**config.mk**
```make
export PLATFORM = sky130hd
export DESIGN_NAME = imem_boot_loader
export DESIGN_NICKNAME = d
export VERILOG_FILES = /design/src/rtl/rvcpu_boot_pkg.sv /design/src/rtl/imem_boot_timeout.sv /design/src/rtl/imem_boot_loader.sv
export SDC_FILE = /design/constraint.sdc
export NUM_CORES = 1
export LEC_CHECK = 0
export ABC_AREA = 0
export CAP_MARGIN = 20
export CORE_ASPECT_RATIO = 0.8
export CORE_MARGIN = 1.5
export CORE_UTILIZATION = 50
export CTS_BUF_LIST = sky130_fd_sc_hd__clkbuf_8 sky130_fd_sc_hd__clkbuf_16
export CTS_CLUSTER_DIAMETER = 50
export DETAILED_ROUTE_END_ITERATION = 12
export PLACE_DENSITY = 0.76
export SKIP_CTS_REPAIR_TIMING = 1
export SLEW_MARGIN = 20
export SYNTH_ARGS = -nofsm -noshare
export SYNTH_HDL_FRONTEND = slang
export SYNTH_HIERARCHICAL = 1
export SYNTH_SLANG_ARGS = --single-unit
export TNS_END_PERCENT = 50
```
**constraint.sdc**
```tcl
create_clock -name clk -period 2.3 [get_ports clk]
set_clock_uncertainty 0.05 [all_clocks]
set_input_delay 0.46 -clock clk [delete_from_list [all_inputs] [get_ports clk]]
set_output_delay 0.46 -clock clk [all_outputs]
set_load 0.01 [all_outputs]
```
**src/rtl/rvcpu_boot_pkg.sv**
```systemverilog
// Shared types and constants for the instruction-memory boot loader.
// Imported by imem_boot_loader (optional feature macro: IMEM_LOADER_CHECKSUM_EN).
package rvcpu_boot_pkg;

    typedef enum logic [2:0] {
        MAGIC = 3'd0,
        LEN0  = 3'd1,
        LEN1  = 3'd2,
        DATA  = 3'd3,
        CSUM  = 3'd4,
        DONE  = 3'd5,
        ERROR = 3'd6
    } ldr_state_t;

    localparam logic [7:0] LDR_MAGIC     = 8'hA5;
    localparam int         LDR_LEN_BYTES = 2;
    localparam int         LDR_LEN_WIDTH = 8 * LDR_LEN_BYTES;

    // States in which the inter-byte idle timeout is armed.
    function automatic logic ldr_timed(input ldr_state_t s);
        logic timed;
        case (s)
            LEN0, LEN1, DATA, CSUM: timed = 1'b1;
            default:                timed = 1'b0;
        endcase
        return timed;
    endfunction

endpackage

```
**src/rtl/imem_boot_timeout.sv**
```systemverilog
// Loadable down-counter measuring idle cycles between accepted bytes.
module imem_boot_timeout #(
    parameter int TIMEOUT_CYCLES = 1000000
) (
    input  logic clk,
    input  logic rst,
    input  logic clear,
    input  logic run,
    output logic expired
);

    localparam int CW = (TIMEOUT_CYCLES > 2) ? $clog2(TIMEOUT_CYCLES) : 1;
    localparam logic [CW-1:0] LOAD_VAL = CW'(TIMEOUT_CYCLES - 1);

    logic [CW-1:0] cnt_r;

    // Reload on every accepted byte or while disarmed, otherwise count down to zero.
    always_ff @(posedge clk) begin
        if (rst) begin
            cnt_r <= LOAD_VAL;
        end else if (clear || !run) begin
            cnt_r <= LOAD_VAL;
        end else if (cnt_r != {CW{1'b0}}) begin
            cnt_r <= cnt_r - CW'(1);
        end else begin
            cnt_r <= cnt_r;
        end
    end

    // An accepted byte in the expiry cycle wins over the timeout.
    assign expired = run && !clear && (cnt_r == {CW{1'b0}});

endmodule

```
**src/rtl/imem_boot_loader.sv**
```systemverilog
// Framed byte-stream boot loader writing little-endian words into IMEM.
// Optional checksum byte after the data is enabled by `define IMEM_LOADER_CHECKSUM_EN.
module imem_boot_loader
    import rvcpu_boot_pkg::*;
#(
    parameter int MEM_ADDR_WIDTH = 10,
    parameter int TIMEOUT_CYCLES = 1000000
) (
    input  logic                      clk,
    input  logic                      rst,
    input  logic                      rx_valid,
    input  logic [7:0]                rx_data,
    output logic                      rx_ready,
    input  logic                      boot_req,
    output logic                      mem_we,
    output logic [MEM_ADDR_WIDTH-1:0] mem_addr,
    output logic [31:0]               mem_wdata,
    output logic                      imem_sel_ldr,
    output logic                      cpu_hold,
    output logic                      done,
    output logic                      err
);

    localparam int         WIDX      = MEM_ADDR_WIDTH - 1;
    localparam logic [31:0] CAP_WORDS = 32'(2 ** (MEM_ADDR_WIDTH - 2));
`ifdef IMEM_LOADER_CHECKSUM_EN
    localparam ldr_state_t POST_DATA = CSUM;
`else
    localparam ldr_state_t POST_DATA = DONE;
`endif

    ldr_state_t                state_r, state_nxt_s;
    logic                      we_nxt_s;
    logic                      rx_ready_r, rx_ready_nxt_s;
    logic                      mem_we_r;
    logic [MEM_ADDR_WIDTH-1:0] mem_addr_r;
    logic [31:0]               mem_wdata_r;
    logic                      sel_r, sel_nxt_s;
    logic                      hold_r, hold_nxt_s;
    logic                      done_r, done_nxt_s;
    logic                      err_r, err_nxt_s;
    logic [LDR_LEN_WIDTH-1:0]  len_r;
    logic [LDR_LEN_WIDTH-1:0]  len_full_s;
    logic [1:0]                byte_idx_r;
    logic [WIDX-1:0]           word_idx_r;
`ifdef IMEM_LOADER_CHECKSUM_EN
    logic [7:0]                csum_r;
`endif
    logic                      accept_s;
    logic                      leave_s;
    logic                      last_word_s;
    logic                      too_big_s;
    logic                      expired_s;

    assign accept_s    = rx_valid && rx_ready_r;
    assign leave_s     = boot_req && ((state_r == DONE) || (state_r == ERROR));
    assign len_full_s  = {rx_data, len_r[7:0]};
    assign too_big_s   = {{(32-LDR_LEN_WIDTH){1'b0}}, len_full_s} > CAP_WORDS;
    assign last_word_s = ({{(32-WIDX){1'b0}}, word_idx_r} + 32'd1) ==
                         {{(32-LDR_LEN_WIDTH){1'b0}}, len_r};

    imem_boot_timeout #(
        .TIMEOUT_CYCLES(TIMEOUT_CYCLES)
    ) u_timeout (
        .clk     (clk),
        .rst     (rst),
        .clear   (accept_s),
        .run     (ldr_timed(state_r)),
        .expired (expired_s)
    );

    // State and registered outputs; DONE/ERROR flags all switch on the same edge.
    always_ff @(posedge clk) begin
        if (rst) begin
            state_r    <= MAGIC;
            rx_ready_r <= 1'b1;
            mem_we_r   <= 1'b0;
            mem_addr_r <= {MEM_ADDR_WIDTH{1'b0}};
            sel_r      <= 1'b1;
            hold_r     <= 1'b1;
            done_r     <= 1'b0;
            err_r      <= 1'b0;
        end else begin
            state_r    <= state_nxt_s;
            rx_ready_r <= rx_ready_nxt_s;
            mem_we_r   <= we_nxt_s;
            sel_r      <= sel_nxt_s;
            hold_r     <= hold_nxt_s;
            done_r     <= done_nxt_s;
            err_r      <= err_nxt_s;
            if (we_nxt_s) begin
                mem_addr_r <= {word_idx_r[WIDX-2:0], 2'b00};
            end else begin
                mem_addr_r <= mem_addr_r;
            end
        end
    end

    // Next-state decode; mem_we_r marks the write cycle that closes each word.
    always_comb begin
        state_nxt_s = state_r;
        we_nxt_s    = 1'b0;
        case (state_r)
            MAGIC: begin
                if (accept_s && (rx_data == LDR_MAGIC)) begin
                    state_nxt_s = LEN0;
                end else begin
                    state_nxt_s = MAGIC;
                end
            end
            LEN0: begin
                if (accept_s) begin
                    state_nxt_s = LEN1;
                end else if (expired_s) begin
                    state_nxt_s = ERROR;
                end else begin
                    state_nxt_s = LEN0;
                end
            end
            LEN1: begin
                if (accept_s) begin
                    if (too_big_s) begin
                        state_nxt_s = ERROR;
                    end else if (len_full_s == {LDR_LEN_WIDTH{1'b0}}) begin
                        state_nxt_s = POST_DATA;
                    end else begin
                        state_nxt_s = DATA;
                    end
                end else if (expired_s) begin
                    state_nxt_s = ERROR;
                end else begin
                    state_nxt_s = LEN1;
                end
            end
            DATA: begin
                if (mem_we_r) begin
                    state_nxt_s = last_word_s ? POST_DATA : DATA;
                end else if (accept_s) begin
                    we_nxt_s    = (byte_idx_r == 2'd3);
                    state_nxt_s = DATA;
                end else if (expired_s) begin
                    state_nxt_s = ERROR;
                end else begin
                    state_nxt_s = DATA;
                end
            end
`ifdef IMEM_LOADER_CHECKSUM_EN
            CSUM: begin
                if (accept_s) begin
                    state_nxt_s = (rx_data == csum_r) ? DONE : ERROR;
                end else if (expired_s) begin
                    state_nxt_s = ERROR;
                end else begin
                    state_nxt_s = CSUM;
                end
            end
`endif
            DONE: begin
                state_nxt_s = boot_req ? MAGIC : DONE;
            end
            ERROR: begin
                state_nxt_s = boot_req ? MAGIC : ERROR;
            end
            default: begin
                state_nxt_s = ERROR;
            end
        endcase
    end

    // Output decode from the upcoming state so flags are registered.
    always_comb begin
        rx_ready_nxt_s = 1'b0;
        sel_nxt_s      = 1'b1;
        hold_nxt_s     = 1'b1;
        done_nxt_s     = 1'b0;
        err_nxt_s      = 1'b0;
        case (state_nxt_s)
            MAGIC, LEN0, LEN1, CSUM: rx_ready_nxt_s = 1'b1;
            DATA:                    rx_ready_nxt_s = !we_nxt_s;
            DONE: begin
                sel_nxt_s  = 1'b0;
                hold_nxt_s = 1'b0;
                done_nxt_s = 1'b1;
            end
            ERROR:   err_nxt_s = 1'b1;
            default: err_nxt_s = 1'b1;
        endcase
    end

    // Length capture, byte packing and word/byte counters.
    always_ff @(posedge clk) begin
        if (rst) begin
            mem_wdata_r <= 32'h0000_0000;
            len_r       <= {LDR_LEN_WIDTH{1'b0}};
            byte_idx_r  <= 2'd0;
            word_idx_r  <= {WIDX{1'b0}};
`ifdef IMEM_LOADER_CHECKSUM_EN
            csum_r      <= 8'h00;
`endif
        end else if (leave_s) begin
            len_r       <= {LDR_LEN_WIDTH{1'b0}};
            byte_idx_r  <= 2'd0;
            word_idx_r  <= {WIDX{1'b0}};
`ifdef IMEM_LOADER_CHECKSUM_EN
            csum_r      <= 8'h00;
`endif
        end else begin
            if (accept_s && (state_r == LEN0)) begin
                len_r[7:0] <= rx_data;
            end
            if (accept_s && (state_r == LEN1)) begin
                len_r[15:8] <= rx_data;
            end
            if (accept_s && (state_r == DATA)) begin
                mem_wdata_r[{byte_idx_r, 3'b000} +: 8] <= rx_data;
                byte_idx_r <= byte_idx_r + 2'd1;
`ifdef IMEM_LOADER_CHECKSUM_EN
                csum_r     <= csum_r ^ rx_data;
`endif
            end
            if (mem_we_r) begin
                word_idx_r <= word_idx_r + WIDX'(1);
            end
        end
    end

    assign rx_ready     = rx_ready_r;
    assign mem_we       = mem_we_r;
    assign mem_addr     = mem_addr_r;
    assign mem_wdata    = mem_wdata_r;
    assign imem_sel_ldr = sel_r;
    assign cpu_hold     = hold_r;
    assign done         = done_r;
    assign err          = err_r;

endmodule

```
Word level (Yosys, flattened, before mapping)
Index checks and enable logic that the tools add are counted.

operators by class
  reductions and logical operators = 24
  equality and inequality tests = 14
  muxes and demuxes = 23
  add/subtract/negate cells = 5
  order comparisons = 1
  shifts and indexed selects = 2
  bitwise logic cells = 1

operator list
  kind                                                  number
  two-way mux 3 bit                                     12
  bitwise mux 32 bit                                    1
  variable shift 8 x 7 -> 32 bit, first input constant  1
  indexed part select 8 x 7 -> 32 bit                   1
  zero test 20 bit                                      1
  nonzero test 20 bit                                   1
  subtractor 20 x 1 -> 20 bit, second input constant    1
  case mux 3 bit (6 select lines)                       1
  == test 10 x 16 -> 1 bit                              1
  > comparator 16 x 9 -> 1 bit, second input constant   1
  zero test 16 bit                                      1
  == test 3 bit, second input constant                  5
  == test 3 x 2 -> 1 bit, second input constant         4
  adder 9 x 1 -> 10 bit, second input constant          1
  adder 9 x 1 -> 9 bit, second input constant           1
  == test 8 bit, second input constant                  1
  logical AND 1 bit                                     8
  two-way mux 1 bit                                     8
  OR reduction 4 bit                                    2
  negator 5 -> 7 bit                                    1
  == test 3 x 1 -> 1 bit, second input constant         2
  zero test 3 bit                                       2
  OR reduction 6 bit                                    1
  OR reduction 2 bit                                    2
  other kinds (7)                                       10

word-level totals
  output and inout port bits = 48
  logic and storage cells = 83
  flip-flop bits (word level) = 95
  input bits = 12

Depth between registers and ports, before layout
Gate-level depths: netlist of run 1.

  depth after elaboration = 12
  depth in mapped cells = 10
  gate-level depth less buffers = 10

Modules after synthesis
Netlist of run 1, hierarchy kept.

by module, submodules not included
  module             cells each  sequential area each (um^2)  times used  area each (um^2)
  imem_boot_loader   424         1501.4                       1           3450.8
  imem_boot_timeout  129         400.4                        1           1078.5

Least setup slack after synthesis of run 1
Ideal clock, no wire load.

  kind = register to register
  start = reg u_timeout.cnt_r[0]
  end = reg rx_ready_r, in the netlist rx_ready
  clock period less this slack = 2.375 ns
  buffers on the path = 0
  arrival = 2.209 ns
  setup time = 0.116 ns
  slack = -0.075 ns
  required time = 2.134 ns
  cell stages (with the launch flop) = 10
  cells stage by stage = dfxtp_1 > inv_1 > ha_1 > nor4b_2 > nand3_1 > nor4_1 > nand2_1 > or2_2 > a21o_1 > a31o_2

on the way
  word-level cells in the longest chain between the ends = 9
  elaborated cells between the ends (all ways) = 17
  those cells by class = eq/ne (4); mux (9); reduce/logical (4)

ends and longest elaborated chain
  item                                                  RTL line                 source
  start, declared                                       imem_boot_timeout.sv:15  logic [CW-1:0] cnt_r;
  start signal, assigned                                imem_boot_timeout.sv:24  cnt_r <= cnt_r - CW'(1);
  start signal, assigned                                imem_boot_timeout.sv:26  cnt_r <= cnt_r;
  zero test 20 bit (*)                                  imem_boot_timeout.sv:31  assign expired = run && !clear && (cnt_r == {CW{1'b0}});
  logical AND 1 bit (*)                                 imem_boot_timeout.sv:31
  named net expired_s                                   imem_boot_loader.sv:53   logic expired_s;
  two-way mux 3 bit                                     imem_boot_loader.sv:141  end else if (expired_s) begin
  two-way mux 3 bit                                     imem_boot_loader.sv:138  end else if (accept_s) begin
  two-way mux 3 bit                                     imem_boot_loader.sv:136  if (mem_we_r) begin
  case mux 3 bit (6 select lines) (*)                   imem_boot_loader.sv:103  case (state_r)
  == test 3 x 1 -> 1 bit, or another cell as far along  imem_boot_loader.sv:177  case (state_nxt_s)
  OR reduction 4 bit                                    imem_boot_loader.sv:177
  case mux 1 bit (2 select lines) (*)                   imem_boot_loader.sv:177
  end signal, assigned                                  imem_boot_loader.sv:85   rx_ready_r <= rx_ready_nxt_s;
  end, declared                                         imem_boot_loader.sv:34   logic rx_ready_r, rx_ready_nxt_s;

Mark *: on every way through the listed nets, which the timed path passes. The rest lies on a longest branch.
A chain may end at the register's enable or synchronous reset.

Worst setup path in the final report of run 1
  start = in rx_data[1]
  end = reg hold_r, in the netlist cpu_hold

on the way
  word-level cells in the longest chain between the ends = 7
  elaborated cells between the ends (all ways) = 11
  those cells by class = order compare (1); eq/ne (2); mux (6); reduce/logical (2)

ends and longest elaborated chain
  item                                                                  RTL line                 source
  start, declared                                                       imem_boot_loader.sv:12   input logic [7:0] rx_data,
  branches (longest 4 deep; another with > comparator 16 x 9 -> 1 bit)  -
  case mux 3 bit (6 select lines) (*)                                   imem_boot_loader.sv:103
  == test 3 bit (*)                                                     imem_boot_loader.sv:177
  two-way mux 1 bit (*)                                                 imem_boot_loader.sv:177
  end signal, assigned                                                  imem_boot_loader.sv:88   hold_r <= hold_nxt_s;
  end, declared                                                         imem_boot_loader.sv:39   logic hold_r, hold_nxt_s;

Mark *: on every way between the ends.

==> metrics.md, run 1 <==
| Metric | Value |
|---|---|
| Result of the run | complete, no violations |
| CTS tree | done |
| Synth cell types | 63 |
| Final Instance Area | between 5000 and 6000 um^2 |
| Critical path's top delay family | simple AND/OR/NAND/NOR gates |
| Min-delay worst type | flop to flop |
| Util after Layout | between 60 and 70% |
| Pins Over Slew Limit | 0 |
| Crit Path Category | input port to flop |
| Placeable Area | 8630 um^2 |
| # rows | 30 |
| Slew HR | 62.4% |
| Total CTS buffers | 9 |
| Top_reg_cell synth | dfxtp_1 |
| CP cell instances | clkdlybuf4s50_1, or4_4, or4_1, a31oi_4, buf_4, nand3_1 |
| Total chip power | 0.00327 W |
| Met1 wire length | 5720 um |
| All-Layer GR Usage | 25.9% |
| YS warnings | 6 |
| PD cells | 552 nW/um^2 |
| Max_cap viols | 0 |
| Final Hold Viols | 0 |
| Port Buffer Count | 57 |
| DP Area | between 5000 and 6000 um^2 |
| Max Used Layer | met4 |
| Total Wirelength | 12200 um |
| Top-count cell post-synth | dfxtp_1 |
| Ys async rst share | 0% |
| Synth cell count leaders | 95 x dfxtp_1, 89 x nand2_1, 64 x a21oi_1 |
| First-pass GRT wire length | 19300 um |
| CP max stage delay | approximately 0.58 ns |
| Vias per cell | 5.77 |
| Synth area leaders | dfxtp_1 42%, nand2_1 7.4%, a21oi_1 7.1% |
| Synth Instances | 553 |
| Die area | slightly below 10000 um^2 |
| Die H | 88.1 um |
| P&R area growth vs syn | 30.9% |
| Worst VDD drop | 0.000414 V |
| Vias in the first global route | 3951 |
| Area leader, netlist | dfxtp_1 |
| GP Congestion | 0.949 |
| GRT overflow | 0 |
| Routed len/inst | about 16 um |
| Crit Path Max Fanout | 3 |
| Period minus WS final | 2.28 ns |
| Initial core utilization | 52.5% |
| Initial antenna violation count | 0 |
| Part of the cycle the worst path needs | around 100% |
| Number of synthesized flops with an enable pin | 0 |
| Chip width | 109 um |
| DRT iter0 DRCs | about 270 |
| Multi-input gate area | 2520 um^2 |
| CTS max path bufs | 2 |
| Synth top area share | 42.0% |
| Synth Area per Inst | approximately 8 um^2 |
| Pre-CTS WS | -0.335 ns |
| Met3 routed WL | 782 um |
| Critical Path End Type | flop |
| Routed Antenna Nets | 0 |
| Met2 Routed Length | about 5500 um |
| Worst skew pair latency | about 0.35 ns |
| Slew @ Worst Pin | roughly 0.56 ns |
| Finished Layout Cells | ~760 |
| DR pass1 iterations | 5 |
| Sequential element share of the synthesized area | 42.0% |
| Io pins | 60 |
| # placed instances | 744 |
| Reg area | 1900 um^2 |
| Root buffer cell | clkbuf_16 |
| Setup Viol. Count Final | 0 |
| DPL Wire Length | 8480 um |
| Leakage | 2.11 nW |
| Largest net degree at the start of global routing | 33 |
| Peak Freq | 439 MHz |
| Layout cells sized above 1 | 17.0% |
| RSZ-0062 raised after global routing | true |
| Routed vias | 4406 |
| # nets final | 668 |
| Remaining DRCs | 0 |
| Antenna Cells | 0 |
| CP max-delay cell | or4_4 |
| Fillers | about 730 |
| WP data arrival | 2.45 ns |
| Final WS setup | between 0.02 and 0.025 ns |
| #FFs+latches synth | 95 |
| Mapped cell area | 4530 um^2 |
| Reg clk slew, reported paths | 0.07 ns |
| Clk sinks | 95 |
| Worst Path Buf+Inv | 2 |
| Startpoint types | input port |
| CTS H-tree lvls | 3 |
| WP data required | 2.47 ns |
-- cells in the final DEF, fill, tap and decap left out, drive strengths merged, types with 2 or more instances in the layout --
| cell | count |
|---|---|
| dfxtp | 95 |
| nand2 | 89 |
| a21oi | 64 |
| buf | 63 |
| clkdlybuf4s50 | 56 |
| nand3 | 43 |
| nor2 | 31 |
| o21ai | 18 |
| nor3 | 15 |
| nor4 | 12 |
| inv | 11 |
| xor2 | 10 |
| nand4 | 10 |
| or3 | 10 |
| or4 | 10 |
| xnor2 | 9 |
| mux2i | 9 |
| clkbuf | 9 |
| ha | 9 |
| o31ai | 8 |
| and3 | 7 |
| nor3b | 6 |
| a31oi | 6 |
| a211oi | 5 |
| or2 | 5 |
| nand3b | 3 |
| and4 | 3 |
| a31o | 3 |
| or3b | 3 |
| nor4b | 3 |
| clkinv | 3 |
| and3b | 2 |
| nand2b | 2 |
| conb | 2 |
-- layout make-up --
type | count | area share (%)
Clock buffer | 9 | 3.80
Clock inverter | 7 | 1.31
Inverter | 9 | 0.570
Multi-Input combinational cell | 413 | 42.5
Sequential cell | 95 | 32.1
Tap cell | 112 | 2.36
Timing Repair Buffer | 119 | 17.4
-- cells by family after synthesis --
logic type	count (synthesis)	synth area share, %
xor+xnor	19	3.67
simple gates	256	29.5
mux	9	1.99
other cells	1	0.0828
buf+inv	46	4.50
compound gates	118	15.8
flops	95	42.0
fa+ha+maj	9	2.49
-- flip-flops by register name, summed over array words and instances (netlist names) --
name	count
done	1
byte_idx_r	2
len_r	16
mem_wdata	32
word_idx_r	9
mem_addr	8
state_r	3
err	1
cpu_hold	1
mem_we	1
u_timeout/cnt_r	20
rx_ready	1
-- worst paths after layout --
| path | from | end | slack, ns | cells after the start |
|---|---|---|---|---|
| hold reg to reg | mem_addr[9] | mem_addr[9] | 0.40 | 2 |
| setup reg to reg | u_timeout/cnt_r[1] | rx_ready | 0.07 | 9 |
| setup / recovery | rx_data[1] | cpu_hold | 0.02 | 6 |
| hold / removal | mem_addr[9] | mem_addr[9] | 0.40 | 2 |
-- where the power goes --
part           internal (W)  leakage, nW  switching, W  total, W
Clock              0.000854        0.147      0.000671   0.00152
Sequential          0.00164        0.764   0.000000298   0.00164
Combinational     0.0000377         1.20     0.0000644  0.000102
-- per-stage QoR --
step	hold WS, ns	TNS [ns]
floorplan	0.386	0
global placement	0.389	-1.98
detailed placement	0.394	-2.46
CTS	0.402	-0.0168
global route	0.417	-0.0510
finish	0.403	0
-- tightest hold or removal path: cells and delay by family (launching register included) --
kind / cells / cell delay (ns)
flip-flops: 1 / 0.31
AND/OR/NAND/NOR: 1 / 0.05
AO/OA/AOI/OAI: 1 / 0.05
-- routing by layer --
metal	vias up	GRT usage, %
li1	2165	-
met1	2059	35.6
met2	162	39.9
met3	20	6.70
met4	0	8.15
met5	-	0
(Power assumes the default switching activity.)
==> run 2: changes to the inputs <==
--- a/config.mk
+++ b/config.mk
@@ -13,6 +13,7 @@
 export CTS_BUF_LIST = sky130_fd_sc_hd__clkbuf_8 sky130_fd_sc_hd__clkbuf_16
 export CTS_CLUSTER_DIAMETER = 50
 export DETAILED_ROUTE_END_ITERATION = 12
+export HOLD_SLACK_MARGIN = 0.08
 export PLACE_DENSITY = 0.76
 export SKIP_CTS_REPAIR_TIMING = 1
 export SLEW_MARGIN = 20
==> results of run 2 <==
The final DEF is identical to that of run 1; final timing and power are the same.
